File: src/rtl/cp0_timer_pkg.sv
// cp0_timer_pkg: shared constants and types for the CP0 countdown timer.
//   - register offsets (selected by addr[3:2])
//   - CTRL bit positions and MODE encodings
//   - FSM state enum
//   - HWInt bit index the timer irq is wired to at the CP0 level
package cp0_timer_pkg;

    localparam logic [1:0] REG_CTRL     = 2'd0;
    localparam logic [1:0] REG_PRESET   = 2'd1;
    localparam logic [1:0] REG_COUNT    = 2'd2;
    localparam logic [1:0] REG_PRESCALE = 2'd3;

    localparam int CTRL_EN      = 0;
    localparam int CTRL_MODE_LO = 1;
    localparam int CTRL_MODE_HI = 2;
    localparam int CTRL_IM      = 3;
    localparam int CTRL_W       = 4;

    localparam logic [1:0] MODE_ONESHOT = 2'b00;
    localparam logic [1:0] MODE_RELOAD  = 2'b01;

    localparam int PRESCALE_W = 16;

    // Bit of CP0 HWInt[5:0] driven by this timer's irq.
    localparam int HWINT_BIT = 0;

    typedef enum logic [1:0] {
        IDLE = 2'd0,
        LOAD = 2'd1,
        CNT  = 2'd2,
        INT  = 2'd3
    } state_e;

endpackage

File: src/rtl/cp0_timer_prescaler.sv
// cp0_timer_prescaler: 16-bit divider that paces the timer countdown.
// Only instantiated when CP0_TIMER_PRESCALE_EN is defined.
//   clk      in   system clock
//   reset    in   asynchronous active-low reset
//   load     in   timer is in LOAD: divider restarts from 0
//   run      in   timer is in CNT: divider advances
//   prescale in   divide value; tick when the divider equals it
//   tick     out  countdown step permitted this cycle
module cp0_timer_prescaler
    import cp0_timer_pkg::*;
(
    input  logic                  clk,
    input  logic                  reset,
    input  logic                  load,
    input  logic                  run,
    input  logic [PRESCALE_W-1:0] prescale,
    output logic                  tick
);

    logic [PRESCALE_W-1:0] div_q, div_d;

    assign tick = (div_q == prescale);

    always_comb begin
        div_d = div_q;
        if (load) begin
            div_d = '0;
        end else if (run) begin
            // Restart on every tick so the next step is another prescale+1 cycles away.
            div_d = tick ? '0 : div_q + PRESCALE_W'(1);
        end
    end

    always_ff @(posedge clk or negedge reset) begin
        if (!reset) begin
            div_q <= '0;
        end else begin
            div_q <= div_d;
        end
    end

endmodule

File: src/rtl/cp0_timer.sv
// cp0_timer: memory-mapped programmable countdown timer feeding CP0 HWInt.
// Optional build macro: CP0_TIMER_PRESCALE_EN (adds PRESCALE register at
// offset 3 and a divider that slows the countdown).
//   clk    in   system clock, rising edge
//   reset  in   asynchronous active-low reset
//   addr   in   byte offset; addr[3:2] selects CTRL/PRESET/COUNT/PRESCALE
//   we     in   write strobe
//   din    in   write data
//   dout   out  read data, combinational from addr
//   irq    out  IM & flag, to CP0 HWInt
module cp0_timer
    import cp0_timer_pkg::*;
#(
    parameter int CNT_W = 32
) (
    input  logic        clk,
    input  logic        reset,
    input  logic [3:0]  addr,
    input  logic        we,
    input  logic [31:0] din,
    output logic [31:0] dout,
    output logic        irq
);

    logic [CTRL_W-1:0] ctrl_q, ctrl_d;
    logic [CNT_W-1:0]  preset_q, preset_d;
    logic [CNT_W-1:0]  count_q, count_d;
    state_e            state_q, state_d;
    logic              flag_q, flag_d;

    logic [1:0] reg_sel;
    logic       ctrl_wr;
    logic       preset_wr;
    logic       tick;
    logic       unused_addr_bits;

    assign reg_sel          = addr[3:2];
    assign ctrl_wr          = we && (reg_sel == REG_CTRL);
    assign preset_wr        = we && (reg_sel == REG_PRESET);
    assign unused_addr_bits = ^addr[1:0];

`ifdef CP0_TIMER_PRESCALE_EN
    logic [PRESCALE_W-1:0] prescale_q, prescale_d;

    always_comb begin
        prescale_d = prescale_q;
        if (we && (reg_sel == REG_PRESCALE)) begin
            prescale_d = din[PRESCALE_W-1:0];
        end
    end

    always_ff @(posedge clk or negedge reset) begin
        if (!reset) begin
            prescale_q <= '0;
        end else begin
            prescale_q <= prescale_d;
        end
    end

    cp0_timer_prescaler u_prescaler (
        .clk      (clk),
        .reset    (reset),
        .load     (state_q == LOAD),
        .run      (state_q == CNT),
        .prescale (prescale_q),
        .tick     (tick)
    );
`else
    assign tick = 1'b1;
`endif

    always_comb begin
        ctrl_d   = ctrl_q;
        preset_d = preset_q;
        count_d  = count_q;
        state_d  = state_q;
        flag_d   = flag_q;

        case (state_q)
            IDLE: begin
                if (ctrl_q[CTRL_EN]) begin
                    state_d = LOAD;
                end
            end
            LOAD: begin
                count_d = preset_q;
                state_d = CNT;
            end
            CNT: begin
                if (!ctrl_q[CTRL_EN]) begin
                    state_d = IDLE;
                end else if (tick) begin
                    if (count_q == '0) begin
                        state_d = INT;
                        flag_d  = 1'b1;
                    end else begin
                        count_d = count_q - CNT_W'(1);
                    end
                end
            end
            INT: begin
                if (ctrl_q[CTRL_MODE_HI:CTRL_MODE_LO] == MODE_RELOAD) begin
                    flag_d  = 1'b0;
                    state_d = LOAD;
                end else begin
                    // One-shot (and reserved modes): stop and leave flag for software.
                    ctrl_d[CTRL_EN] = 1'b0;
                    state_d         = IDLE;
                end
            end
            default: state_d = IDLE;
        endcase

        // A CTRL write overrides the FSM's own CTRL/flag updates; clearing EN
        // also drops the FSM to IDLE immediately.
        if (ctrl_wr) begin
            ctrl_d = din[CTRL_W-1:0];
            flag_d = 1'b0;
            if (!din[CTRL_EN]) begin
                state_d = IDLE;
            end
        end

        // New PRESET is only consumed at the next LOAD.
        if (preset_wr) begin
            preset_d = din[CNT_W-1:0];
        end
    end

    always_ff @(posedge clk or negedge reset) begin
        if (!reset) begin
            ctrl_q   <= '0;
            preset_q <= '0;
            count_q  <= '0;
            state_q  <= IDLE;
            flag_q   <= 1'b0;
        end else begin
            ctrl_q   <= ctrl_d;
            preset_q <= preset_d;
            count_q  <= count_d;
            state_q  <= state_d;
            flag_q   <= flag_d;
        end
    end

    always_comb begin
        dout = '0;
        case (reg_sel)
            REG_CTRL:     dout = 32'(ctrl_q);
            REG_PRESET:   dout = 32'(preset_q);
            REG_COUNT:    dout = 32'(count_q);
`ifdef CP0_TIMER_PRESCALE_EN
            REG_PRESCALE: dout = 32'(prescale_q);
`else
            REG_PRESCALE: dout = '0;
`endif
            default:      dout = '0;
        endcase
    end

    assign irq = ctrl_q[CTRL_IM] & flag_q;

endmodule

File: config.mk
export PLATFORM = sky130hd
export DESIGN_NAME = cp0_timer
export DESIGN_NICKNAME = d
export VERILOG_FILES = /design/src/rtl/cp0_timer_pkg.sv /design/src/rtl/cp0_timer_prescaler.sv /design/src/rtl/cp0_timer.sv
export SDC_FILE = /design/constraint.sdc
export NUM_CORES = 1
export LEC_CHECK = 0
export BUFFER_PORTS_ARGS = -buffer_cell sky130_fd_sc_hd__buf_2
export CORE_UTILIZATION = 38
export CTS_BUF_LIST = sky130_fd_sc_hd__clkbuf_2 sky130_fd_sc_hd__clkbuf_4 sky130_fd_sc_hd__clkbuf_8
export DETAILED_ROUTE_END_ITERATION = 12
export PLACE_DENSITY = 0.63
export SLEW_MARGIN = 25
export SYNTH_ARGS = -nofsm -noshare
export SYNTH_HDL_FRONTEND = slang
export SYNTH_SLANG_ARGS = --single-unit
File: constraint.sdc
create_clock -name clk -period 2.7 [get_ports clk]
set_input_delay 0.135 -clock clk [delete_from_list [all_inputs] [get_ports clk]]
set_output_delay 0.135 -clock clk [all_outputs]
set_load 0.01 [all_outputs]
==> flow_summary_export.csv, run 1 <==
group,metric,value,unit
sta,post-route-min-period,2.59,ns
global_route,grt_use_total,21.3,%
cts,tritoncts,"done",
placed_design,portBuffers,69,
pwr,ir_drop,0.340,mV
global_route,met2_usage,34.3,%
global_route,grt_max_degree,43,
finish,fill_cells,981,
cts,root_buffer,"clkbuf_8",
floorplanning,initial_utilization,39.5,%
pwr,finalPower,5.03,mW
synth,syn-num-nets,467,
floorplanning,die_w,106,µm
synth,async_flop_share,100,%
worst_setup_path,rrSetupSlack,0.11,ns
hold_path,holdCritPathClass,"in -> reg",
sta,slew_headroom,44.2,%
worst_setup_path,path_max_fanout,3,
synth,yosysSeqAreaShare,43.1,%
hold_path,hp-start,"din[19]",
sta,hold_viol_final,0,
worst_setup_path,r2r_cells,8,
run_status,status,"complete, no violations",
sta,timing.hold.ws,0.00914,ns
sta,worst_slack,0.110,ns
drt,vias_per_cell,5.81,
sta,rsz0062_at_grt,"true",
cts,clkLatencyLatePin,0.35,ns
sta,fmax,386,MHz
drt,drt_iter0_drc,269,
placed_design,dp.cells,636,
drt,num_vias,3832,
finish,area_growth,25.4,%
floorplanning,die_h,106,µm
run,max_cap_viol_count,0,
worst_setup_path,rr_endpoint,"state_q[0]",
drt,wirelength,11700,µm
pwr,powerDensity,974,nW/µm²
sta,fin_tns_setup,0,ns
drt,drc,0,
worst_setup_path,crit_type,"reg -> reg",
worst_setup_path,crit_slowest_cell,"or4b_2",
hold_path,hold_path_depth,2,
hold_path,min_to,"preset_q[19]",
synth,syn-cell-area,4120,µm²
cts,clock-sinks,71,
floorplanning,boundaryPins,72,
worst_setup_path,end_kind,"flop",
global_route,grt_busiest_layer,"met2",
placed_design,gp_congestion,0.846,
sta,worst_slew_pin_slew,0.838,ns
global_route,use_met1,29.1,%
sta,timing.final.crit_share,95.9,%
sta,report.final.slew_viol_count,0,
finish,antenna_cells,0,
worst_setup_path,arrival,2.87,ns
floorplanning,fp-row-count,37,
finish,fin_cells,660,
synth,yosys_warnings,0,
sta,finalClockSkew,0.00892,ns
floorplanning,die-area,11300,µm²
synth,ys_seq_elements,71,
worst_setup_path,max_stage_delay,0.57,ns
floorplanning,fp.coreArea,10400,µm²
cts,htreeDepth,3,
synth,synth-edff-count,0,
global_route,grt_pass1_wl,19200,µm
cts,clk_pin_slew,0.08,ns
global_route,antenna_found_initial,0,
placed_design,hpwl,7910,µm
drt,wl_per_cell,17.7,µm
pwr,p_leak,2.25,nW
finish,layout-drive-gt1-share,35.1,%
global_route,overflow,0,
worst_setup_path,worst_r2r_startpoint,"count_q[0]",
worst_setup_path,critical_path.cell_chain,"inv_1 -> ha_1 -> or4b_2 -> or3_4 -> buf_4 -> or4_4 -> a211o_1 -> a21oi_2",
cts,clock_path_buffers,2,
worst_setup_path,critPathTopFamily,"simple AND/OR/NAND/NOR gates",
sta,setup_violations,0,
placed_design,dp_worst_setup_slack,0.0304,ns
global_route,use_met3,3.56,%
global_route,first_global_vias,3803,
cts,numCtsBuffers,9,
synth,ys.flop_type,"dfrtp_1",
synth,syn_avg_cell_area,9.67,µm²
finish,seq_area,1780,µm²
finish,num-nets-final,560,
worst_setup_path,critPathBufInv,2,
worst_setup_path,worst-path-stages,8,
drt,antenna_left,0,
finish,multiInputGateArea,2200,µm²
synth,syn_inst,426,
worst_setup_path,start_kind,"flop",
synth,synthDistinctLibCells,54,
drt,drt_pre_antenna_iters,6,
worst_setup_path,critPathRequiredTime,2.98,ns
## layout by cell type, fill, tap and decap left out, types with 5 or more instances in the layout
cell type      synthesis  final
a21oi_1               22     21
a22o_1                28     28
a31oi_1               13     12
buf_2                  2     69
buf_4                  0     44
clkbuf_8               0      9
dfrtp_1               71     71
dlygate4sd3_1          0      5
inv_1                  5      5
mux2_2                35     35
nand2_1               19     19
nand3_1                9      9
nor2_1                37     37
nor3_1                17     17
nor4_1                13     13
o21ai_0               18     18
o22a_1                10     10
o31ai_1               12     12
or3_1                  5      5
## cell type report
type	count	area share, %
clock buffer	9	2.40
timing repair buffer	120	14.7
multi-input combinational	312	42.6
sequential	71	34.4
inverter	5	0.363
clock inverter	7	2.33
tap	136	3.29
## synthesized netlist by cell type (3+ instances only)
master,number,area share (%)
nand4_1,3,0.46
o31ai_1,12,2.2
nand2_1,19,1.7
o21ai_0,18,2.2
nor2_1,37,3.4
a21oi_1,22,2.7
o21ai_1,4,0.49
nand3_1,9,1.1
o2bb2ai_1,3,0.64
nor3b_1,3,0.55
nand2b_1,3,0.46
dfrtp_1,71,43
or4_1,6,1.1
or3_1,5,0.76
o22ai_1,3,0.46
a211oi_1,4,0.73
and2_1,3,0.46
mux2_2,35,9.6
a22o_1,28,6.0
nor4_1,13,2.0
buf_6,5,1.4
clkbuf_1,27,2.5
nor2b_1,6,0.91
mux2i_1,4,0.97
o211a_1,3,0.73
buf_1,5,0.46
nor3_1,17,2.1
o22a_1,10,2.1
inv_1,5,0.46
a31oi_1,13,2.0
## stage by stage
stage                     area, µm²  util [%]
after floorplan                4120         -
after global placement         4800      46.1
after detailed placement       4800      46.1
after CTS                      5080      48.8
after global routing           5170      49.6
final                          5170      49.6
## flip-flops by register name (all words and copies together), names as in the netlist
signal,cells
count_q,32
preset_q,32
ctrl_q,4
state_q,2
flag_q,1
## worst reg2reg max path: stages (launching register included)
cell and delay (ns):
dfrtp_1 0.38, inv_1 0.08, ha_1 0.13, or4b_2 0.57, or3_4 0.34, buf_4 0.15, or4_4 0.44, a211o_1 0.29
a21oi_2 0.13
## per-layer routing
layer | vias to the layer above | routed length, µm | part of all wire (%)
met1 | 1870 | 5340 | 46
met2 | 124 | 5550 | 48
met4 | 0 | 204 | 1.7
met5 | - | 0 | 0
met3 | 17 | 589 | 5.0
li1 | 1821 | - | -
## what timing repair did
action,in CTS,in global routing
hold endpoints to repair,35,1
gates resized for setup,0,8
setup buffers,0,2
hold buffers,4,1
setup endpoints to repair,0,29
## where the power goes
part	internal, mW	switching, mW	leakage [nW]
logic	1.02	1.22	1.29
registers	1.42	0.322	0.845
clock network	0.617	0.430	0.120
total	3.06	1.97	2.25
## worst max path at each step
stage               slack, ns       start     endpoint
floorplan                0.11  count_q[0]  count_q[30]
global placement         0.07  count_q[0]  count_q[10]
detailed placement       0.03  count_q[1]   count_q[3]
CTS                      0.02  count_q[1]   state_q[0]
global route            -0.01  count_q[1]   count_q[9]
finish                   0.11  count_q[0]   state_q[0]
## kinds of logic (layout without fill, tap and decap cells)
logic type,after synthesis,after routing,synth area share (%)
buf+inv,44,141,4.98
fa+ha+maj,2,2,0.607
flops,71,71,43.1
compound gates,137,137,23.7
simple gates,133,134,17.0
mux,39,39,10.5
(Power assumes the default switching activity.)
==> run 2, diff against run 1 <==
--- a/config.mk
+++ b/config.mk
@@ -5,6 +5,7 @@
 export SDC_FILE = /design/constraint.sdc
 export NUM_CORES = 1
 export LEC_CHECK = 0
+export ABC_AREA = 1
 export BUFFER_PORTS_ARGS = -buffer_cell sky130_fd_sc_hd__buf_2
 export CORE_UTILIZATION = 38
 export CTS_BUF_LIST = sky130_fd_sc_hd__clkbuf_2 sky130_fd_sc_hd__clkbuf_4 sky130_fd_sc_hd__clkbuf_8
@@ -13,4 +14,5 @@
 export SLEW_MARGIN = 25
 export SYNTH_ARGS = -nofsm -noshare
 export SYNTH_HDL_FRONTEND = slang
+export SYNTH_HIERARCHICAL = 1
 export SYNTH_SLANG_ARGS = --single-unit
==> flow_summary_export.csv, run 2 <==
group,metric,value,unit
run_status,status,"complete, no violations",
finish,area_growth,19.6,%
cts,root_buffer,"clkbuf_8",
synth,yosysMostFrequentCell,"nand2_1",
cts,clk_pin_slew,0.07,ns
synth,synth.top_cell.area_share,40.1,%
cts,clock_path_buffers,2,
synth,syn-num-nets,684,
cts,tritoncts,"done",
worst_setup_path,critical_path.cell_chain,"inv_1 -> ha_1 -> nand2_1 -> nor2_1 -> nand2_1 -> o21ai_0 -> nand3_1 -> nand2_1 -> nand2_1",
drt,antenna_left,0,
synth,yosys_warnings,6,
sta,worst_slack,0.540,ns
worst_setup_path,critPathBufInv,1,
finish,final_cell_mix,"208 x nand2_1, 98 x nor2_1, 71 x dfrtp_1, 69 x buf_2, 67 x inv_1",
floorplanning,initial_utilization,38.8,%
worst_setup_path,arrival,2.42,ns
worst_setup_path,crit_type,"reg -> reg",
cts,clock-sinks,71,
global_route,grt_max_degree,72,
synth,ys_seq_elements,71,
finish,layout-drive-gt1-share,16.4,%
drt,drt_pre_antenna_iters,5,
worst_setup_path,max_stage_delay,0.50,ns
worst_setup_path,rr_endpoint,"count_q[28]",
global_route,first_global_vias,4017,
placed_design,gp_congestion,0.856,
worst_setup_path,cp_common_cell,"nand2_1",
worst_setup_path,rrSetupSlack,0.54,ns
synth,yosys.area.top_type,"dfrtp_1",
sta,finalClockSkew,0.00854,ns
synth,synthDistinctLibCells,30,
sta,timing.final.crit_share,80.0,%
drt,num_vias,4262,
drt,drc,0,
cts,clkLatencyLatePin,0.37,ns
synth,ys_top_cells_by_area,"dfrtp_1 40%, nand2_1 18%, nor2_1 8.4%",
hold_path,holdCritPathClass,"in -> reg",
hold_path,min_to,"preset_q[23]",
drt,drt_iter0_drc,270,
placed_design,placed_area,4920,µm²
drt,vias_per_cell,4.88,
sta,worst_slew_pin_slew,0.902,ns
worst_setup_path,r2r_cells,9,
worst_setup_path,end_kind,"flop",
drt,wirelength,12200,µm
pwr,p_leak,2.65,nW
synth,synth-simple-area-share,34.5,%
placed_design,hpwl,8980,µm
worst_setup_path,critPathTopFamily,"simple AND/OR/NAND/NOR gates",
synth,synth_compound_gate_area_share,10.0,%
sta,hold_viol_final,0,
global_route,antenna_found_initial,0,
finish,antenna_cells,0,
sta,setup_violations,0,
synth,yosysSeqAreaShare,40.1,%
synth,synth-edff-count,0,
global_route,grt_pass1_wl,20100,µm
synth,synth_common_cells,"208 x nand2_1, 99 x nor2_1, 71 x dfrtp_1",
cts,postCtsResizedCells,0,
synth,async_flop_share,100,%
floorplanning,boundaryPins,72,
placed_design,dp_worst_setup_slack,0.610,ns
floorplanning,fp-row-count,39,
sta,report.final.slew_viol_count,0,
synth,syn_inst,643,
floorplanning,die_h,110,µm
drt,wl_per_cell,14.0,µm
synth,syn_avg_cell_area,6.90,µm²
floorplanning,die-area,12100,µm²
synth,synth_top_family_by_area,"simple AND/OR/NAND/NOR gates",
finish,num-nets-final,770,
floorplanning,die_w,110,µm
pwr,ir_drop,0.413,mV
worst_setup_path,worst_r2r_startpoint,"count_q[0]",
worst_setup_path,start_kind,"flop",
finish,top_regs,"count_q (32), preset_q (32), ctrl_q (4)",
pwr,powerDensity,965,nW/µm²
hold_path,hold_path_depth,3,
floorplanning,fp.coreArea,11400,µm²
sta,slew_headroom,39.6,%
global_route,grt_use_total,22.2,%
finish,stdcell_area,5310,µm²
run,max_cap_viol_count,0,
global_route,overflow,0,
worst_setup_path,critPathRequiredTime,2.96,ns
synth,syn-cell-area,4440,µm²
synth,synth_fa_ha_area_share,0.564,%
placed_design,portBuffers,69,
cts,htreeDepth,3,
finish,final_common_cell,"nand2_1",
synth,synth_xor_area_share,0.987,%
sta,timing.hold.ws,0.0208,ns
sta,rsz0062_at_grt,"false",
synth,synth_mux_area_share,4.82,%
sta,fin_tns_setup,0,ns
cts,numCtsBuffers,9,
worst_setup_path,startpoint,"count_q[0]",
synth,ys.flop_type,"dfrtp_1",
sta,fmax,463,MHz
sta,post-route-min-period,2.16,ns
worst_setup_path,crit_slowest_cell,"nor2_1",
hold_path,hp-start,"din[23]",
worst_setup_path,path_max_fanout,8,
-- run 2: cell count changes after synthesis, moves of 18 or more --
| cell | delta |
|---|---|
| nand2_1 | +189 |
| nand3_1 | +40 |
| clkbuf_1 | -18 |
| nor2_1 | +62 |
| a22o_1 | -28 |
| inv_1 | +62 |
| o21ai_0 | +21 |
-- run 2: power breakdown --
part | switching (mW) | internal (mW)
clock | 0.396 | 0.431
combinational | 1.61 | 0.874
sequential | 0.385 | 1.42
-- run 2: cell type report --
| cell class | count | area (µm²) |
|---|---|---|
| clock buffer | 11 | 139 |
| tap | 143 | 179 |
| multi-input combinational | 480 | 2260 |
| inverter | 68 | 255 |
| fill | 1195 | 6110 |
| clock inverter | 2 | 35.0 |
| sequential | 71 | 1780 |
| timing repair buffer | 99 | 661 |
-- run 2: metal layers --
metal  vias up  wire [µm]  track usage [%]
met1      1934       5920             30.2
met3        22        537             4.17
met5         -          0                0
met4         0        321             10.3
met2        98       5440             34.0
li1       2208          -                -
-- run 2: kinds of logic after synthesis --
logic type | count (synthesis)
AOI/OAI and AO/OA | 78
and+or+nand+nor | 376
adders and majority gates | 2
DFF | 71
muxes | 19
xor gates and xnor gates | 5
buffers and inverters | 92
-- run 2: repair_timing --
item | in CTS | in global routing
hold buffers | 21 | 0
setup buffers | 0 | 0
hold endpoints to repair | 91 | 0
-- run 2: worst max-delay path by stage --
stage | to | slack, ns | cells after the start
global route | count_q[28] | 0.28 | 9
detailed placement | count_q[28] | 0.61 | 9
finish | count_q[28] | 0.54 | 9
CTS | count_q[28] | 0.59 | 9
floorplan | count_q[24] | 1.16 | 10
global placement | count_q[28] | 0.65 | 9
-- run 2: through the flow --
stage	cells	power (mW)	util, %
3_3_place_gp	840	4.24	43.1
2_1_floorplan	643	3.60	-
4_1_cts	874	5.16	46.5
6_report	874	5.12	46.5
5_1_grt	874	5.60	46.5
3_5_place_dp	840	4.29	43.1
-- run 2: worst register-to-register path, stage by stage, from the launching register on --
cell     delay [ns]
dfrtp_1        0.37
inv_1          0.15
ha_1           0.28
nand2_1        0.12
nor2_1         0.50
nand2_1        0.22
o21ai_0        0.21
nand3_1        0.08
nand2_1        0.07
nand2_1        0.04
==> run 3, diff against run 2 <==
--- a/config.mk
+++ b/config.mk
@@ -5,12 +5,12 @@
 export SDC_FILE = /design/constraint.sdc
 export NUM_CORES = 1
 export LEC_CHECK = 0
-export ABC_AREA = 1
+export ABC_AREA = 0
 export BUFFER_PORTS_ARGS = -buffer_cell sky130_fd_sc_hd__buf_2
 export CORE_UTILIZATION = 38
 export CTS_BUF_LIST = sky130_fd_sc_hd__clkbuf_2 sky130_fd_sc_hd__clkbuf_4 sky130_fd_sc_hd__clkbuf_8
 export DETAILED_ROUTE_END_ITERATION = 12
-export PLACE_DENSITY = 0.63
+export PLACE_DENSITY = 0.61
 export SLEW_MARGIN = 25
 export SYNTH_ARGS = -nofsm -noshare
 export SYNTH_HDL_FRONTEND = slang
==> constraint.sdc (replaced) <==
create_clock -name clk -period 2.2 [get_ports clk]
set_input_delay 0.11 -clock clk [delete_from_list [all_inputs] [get_ports clk]]
set_output_delay 0.11 -clock clk [all_outputs]
set_load 0.01 [all_outputs]
==> flow_summary_export.csv, run 3 <==
group,metric,value,unit
sta,worst_slack,-0.249,ns
synth,synth_xor_area_share,0,%
synth,yosys_warnings,6,
hold_path,hold_path_depth,5,
pwr,powerDensity,1150,nW/µm²
cts,tritoncts,"done",
synth,syn-num-nets,467,
synth,yosys.area.top_type,"dfrtp_1",
cts,clock_path_buffers,2,
floorplanning,fp.coreArea,10400,µm²
global_route,grt_max_degree,42,
worst_setup_path,rr_endpoint,"count_q[30]",
placed_design,dp_worst_setup_slack,-0.347,ns
worst_setup_path,start_kind,"flop",
global_route,overflow,0,
cts,clkLatencyLatePin,0.37,ns
cts,clk_pin_slew,0.08,ns
drt,drc,0,
hold_path,min_to,"ctrl_q[0]",
hold_path,holdCritPathClass,"in -> reg",
cts,htreeDepth,3,
cts,root_buffer,"clkbuf_8",
worst_setup_path,cp_common_cell,"or4_4",
run_status,violations,"setup timing",
synth,ys_top_cells_by_area,"dfrtp_1 43%, mux2_2 9.6%, a22o_1 6.0%",
worst_setup_path,max_stage_delay,0.64,ns
synth,ys_seq_elements,71,
synth,synth-edff-count,0,
placed_design,hpwl,8230,µm
placed_design,placed_area,4990,µm²
floorplanning,die-area,11300,µm²
sta,slew_headroom,48.8,%
worst_setup_path,worst_r2r_startpoint,"count_q[13]",
pwr,ir_drop,0.554,mV
placed_design,portBuffers,69,
finish,final_common_cell,"dfrtp_1",
worst_setup_path,crit_type,"reg -> reg",
drt,wl_per_cell,17.8,µm
cts,numCtsBuffers,9,
global_route,antenna_found_initial,0,
finish,utilization,55.7,%
synth,syn_avg_cell_area,9.67,µm²
sta,fmax,408,MHz
finish,stdcell_area,5800,µm²
sta,post-route-min-period,2.45,ns
drt,wirelength,12600,µm
drt,num_vias,4097,
global_route,grt_use_total,23.1,%
synth,async_flop_share,100,%
sta,worst_slew_pin_slew,0.768,ns
synth,synth-simple-area-share,17.0,%
drt,vias_per_cell,5.76,
finish,fill_cells,939,
sta,setup_violations,34,
global_route,grt_pass1_wl,20300,µm
drt,drt_iter0_drc,209,
sta,report.final.slew_viol_count,0,
worst_setup_path,critical_path.cell_chain,"or4_4 -> or3_4 -> or4_4 -> o211a_1 -> o22a_1",
placed_design,gp_congestion,0.875,
synth,syn-cell-area,4120,µm²
hold_path,hp-start,"addr[2]",
drt,antenna_left,0,
synth,synth_compound_gate_area_share,23.7,%
synth,synth_mux_area_share,10.5,%
floorplanning,die_h,106,µm
synth,synth_top_family_by_area,"compound AO/OA/AOI/OAI gates",
worst_setup_path,path_max_fanout,6,
global_route,first_global_vias,4089,
synth,yosysSeqAreaShare,43.1,%
floorplanning,boundaryPins,72,
finish,antenna_cells,0,
pwr,p_leak,2.50,nW
run_status,status,"finished with violations",
finish,num-nets-final,611,
sta,rsz0062_at_grt,"true",
finish,final_cell_mix,"71 x dfrtp_1, 69 x buf_2, 63 x buf_4, 35 x mux2_2",
worst_setup_path,critPathRequiredTime,2.46,ns
cts,clock-sinks,71,
placed_design,dp.cells,655,
sta,timing.final.crit_share,111,%
floorplanning,initial_utilization,39.5,%
synth,synth_fa_ha_area_share,0.608,%
worst_setup_path,critPathBufInv,0,
worst_setup_path,end_kind,"flop",
worst_setup_path,crit_slowest_cell,"or4_4",
synth,synth_common_cells,"71 x dfrtp_1, 37 x nor2_1, 35 x mux2_2",
pwr,finalPower,6.67,mW
synth,synthDistinctLibCells,54,
sta,timing.hold.ws,0.293,ns
synth,ys.flop_type,"dfrtp_1",
worst_setup_path,rrSetupSlack,-0.25,ns
worst_setup_path,critPathTopFamily,"simple AND/OR/NAND/NOR gates",
worst_setup_path,r2r_cells,5,
synth,yosysMostFrequentCell,"dfrtp_1",
synth,syn_inst,426,
finish,top_regs,"count_q (32), preset_q (32), ctrl_q (4)",
sta,hold_viol_final,0,
sta,fin_tns_setup,-5.99,ns
finish,area_growth,40.7,%
sta,finalClockSkew,0.00607,ns
drt,drt_pre_antenna_iters,5,
run,max_cap_viol_count,0,
worst_setup_path,arrival,2.71,ns
floorplanning,fp-row-count,37,
floorplanning,die_w,106,µm
finish,fin_cells,711,
synth,synth.top_cell.area_share,43.1,%
finish,layout-drive-gt1-share,40.5,%
-- run 3: cell count changes in the layout (fill, tap and decap cells not counted), moves of 14 or more --
cell / before / now
nand2_1: 208 / 19
a22o_1: 0 / 28
buf_4: 6 / 63
mux2_2: 19 / 35
inv_1: 67 / 3
nor2_1: 98 / 33
nand3_1: 49 / 7
nor3_1: 1 / 15
o21ai_0: 39 / 13
-- run 3: report_power, final --
group / total, mW / internal, mW / switching [mW]
combinational: 3.26 / 1.56 / 1.70
sequential: 2.12 / 1.74 / 0.381
clock: 1.29 / 0.756 / 0.532
-- run 3: layout make-up --
type                    count  area [µm²]  area share (%)
flip-flops and latches     71        1780            30.6
clock inverters             7         120            2.07
repair buffers            170        1220            21.1
multi-input cells         313        2360            40.8
well taps                 136         170            2.94
clock buffers               9         124            2.14
inverters                   5        18.8           0.324
-- run 3: how the worst max path moves through the flow --
| stage | cells past startpoint | slack (ns) | start | end |
|---|---|---|---|---|
| after CTS | 7 | -0.26 | count_q[0] | count_q[30] |
| after global placement | 5 | -0.29 | count_q[13] | count_q[26] |
| after floorplan | 7 | -0.28 | count_q[16] | count_q[30] |
| after detailed placement | 5 | -0.35 | count_q[18] | count_q[26] |
| final | 5 | -0.25 | count_q[13] | count_q[30] |
| after global routing | 7 | -0.30 | count_q[1] | count_q[30] |
-- run 3: logic make-up after synthesis --
group / count (synthesis)
buffers and inverters: 44
adders and majority gates: 2
muxes: 39
AOI/OAI and AO/OA: 137
DFF: 71
and+or+nand+nor: 133
-- run 3: worst register-to-register path, stage by stage, from the launching register on --
cell,delay [ns]
dfrtp_1,0.38
or4_4,0.54
or3_4,0.43
or4_4,0.64
o211a_1,0.17
o22a_1,0.18
-- run 3: layer usage --
layer  vias up  track usage [%]  part of all wire [%]
li1       1913                -                     -
met1      2013             29.1                    44
met2       147             38.2                    49
met3        24             5.76                   5.2
met4         0             8.23                   2.0
met5         -                0                     0
-- run 3: timing repair --
action                                  CTS  global route
endpoints found under the setup margin   34            34
gates resized for setup                   9            27
cloned                                    1             1
hold buffers                             33             0
pin swaps                                 8            14
buffers inserted                          5             0
endpoints found under the hold margin    65             0
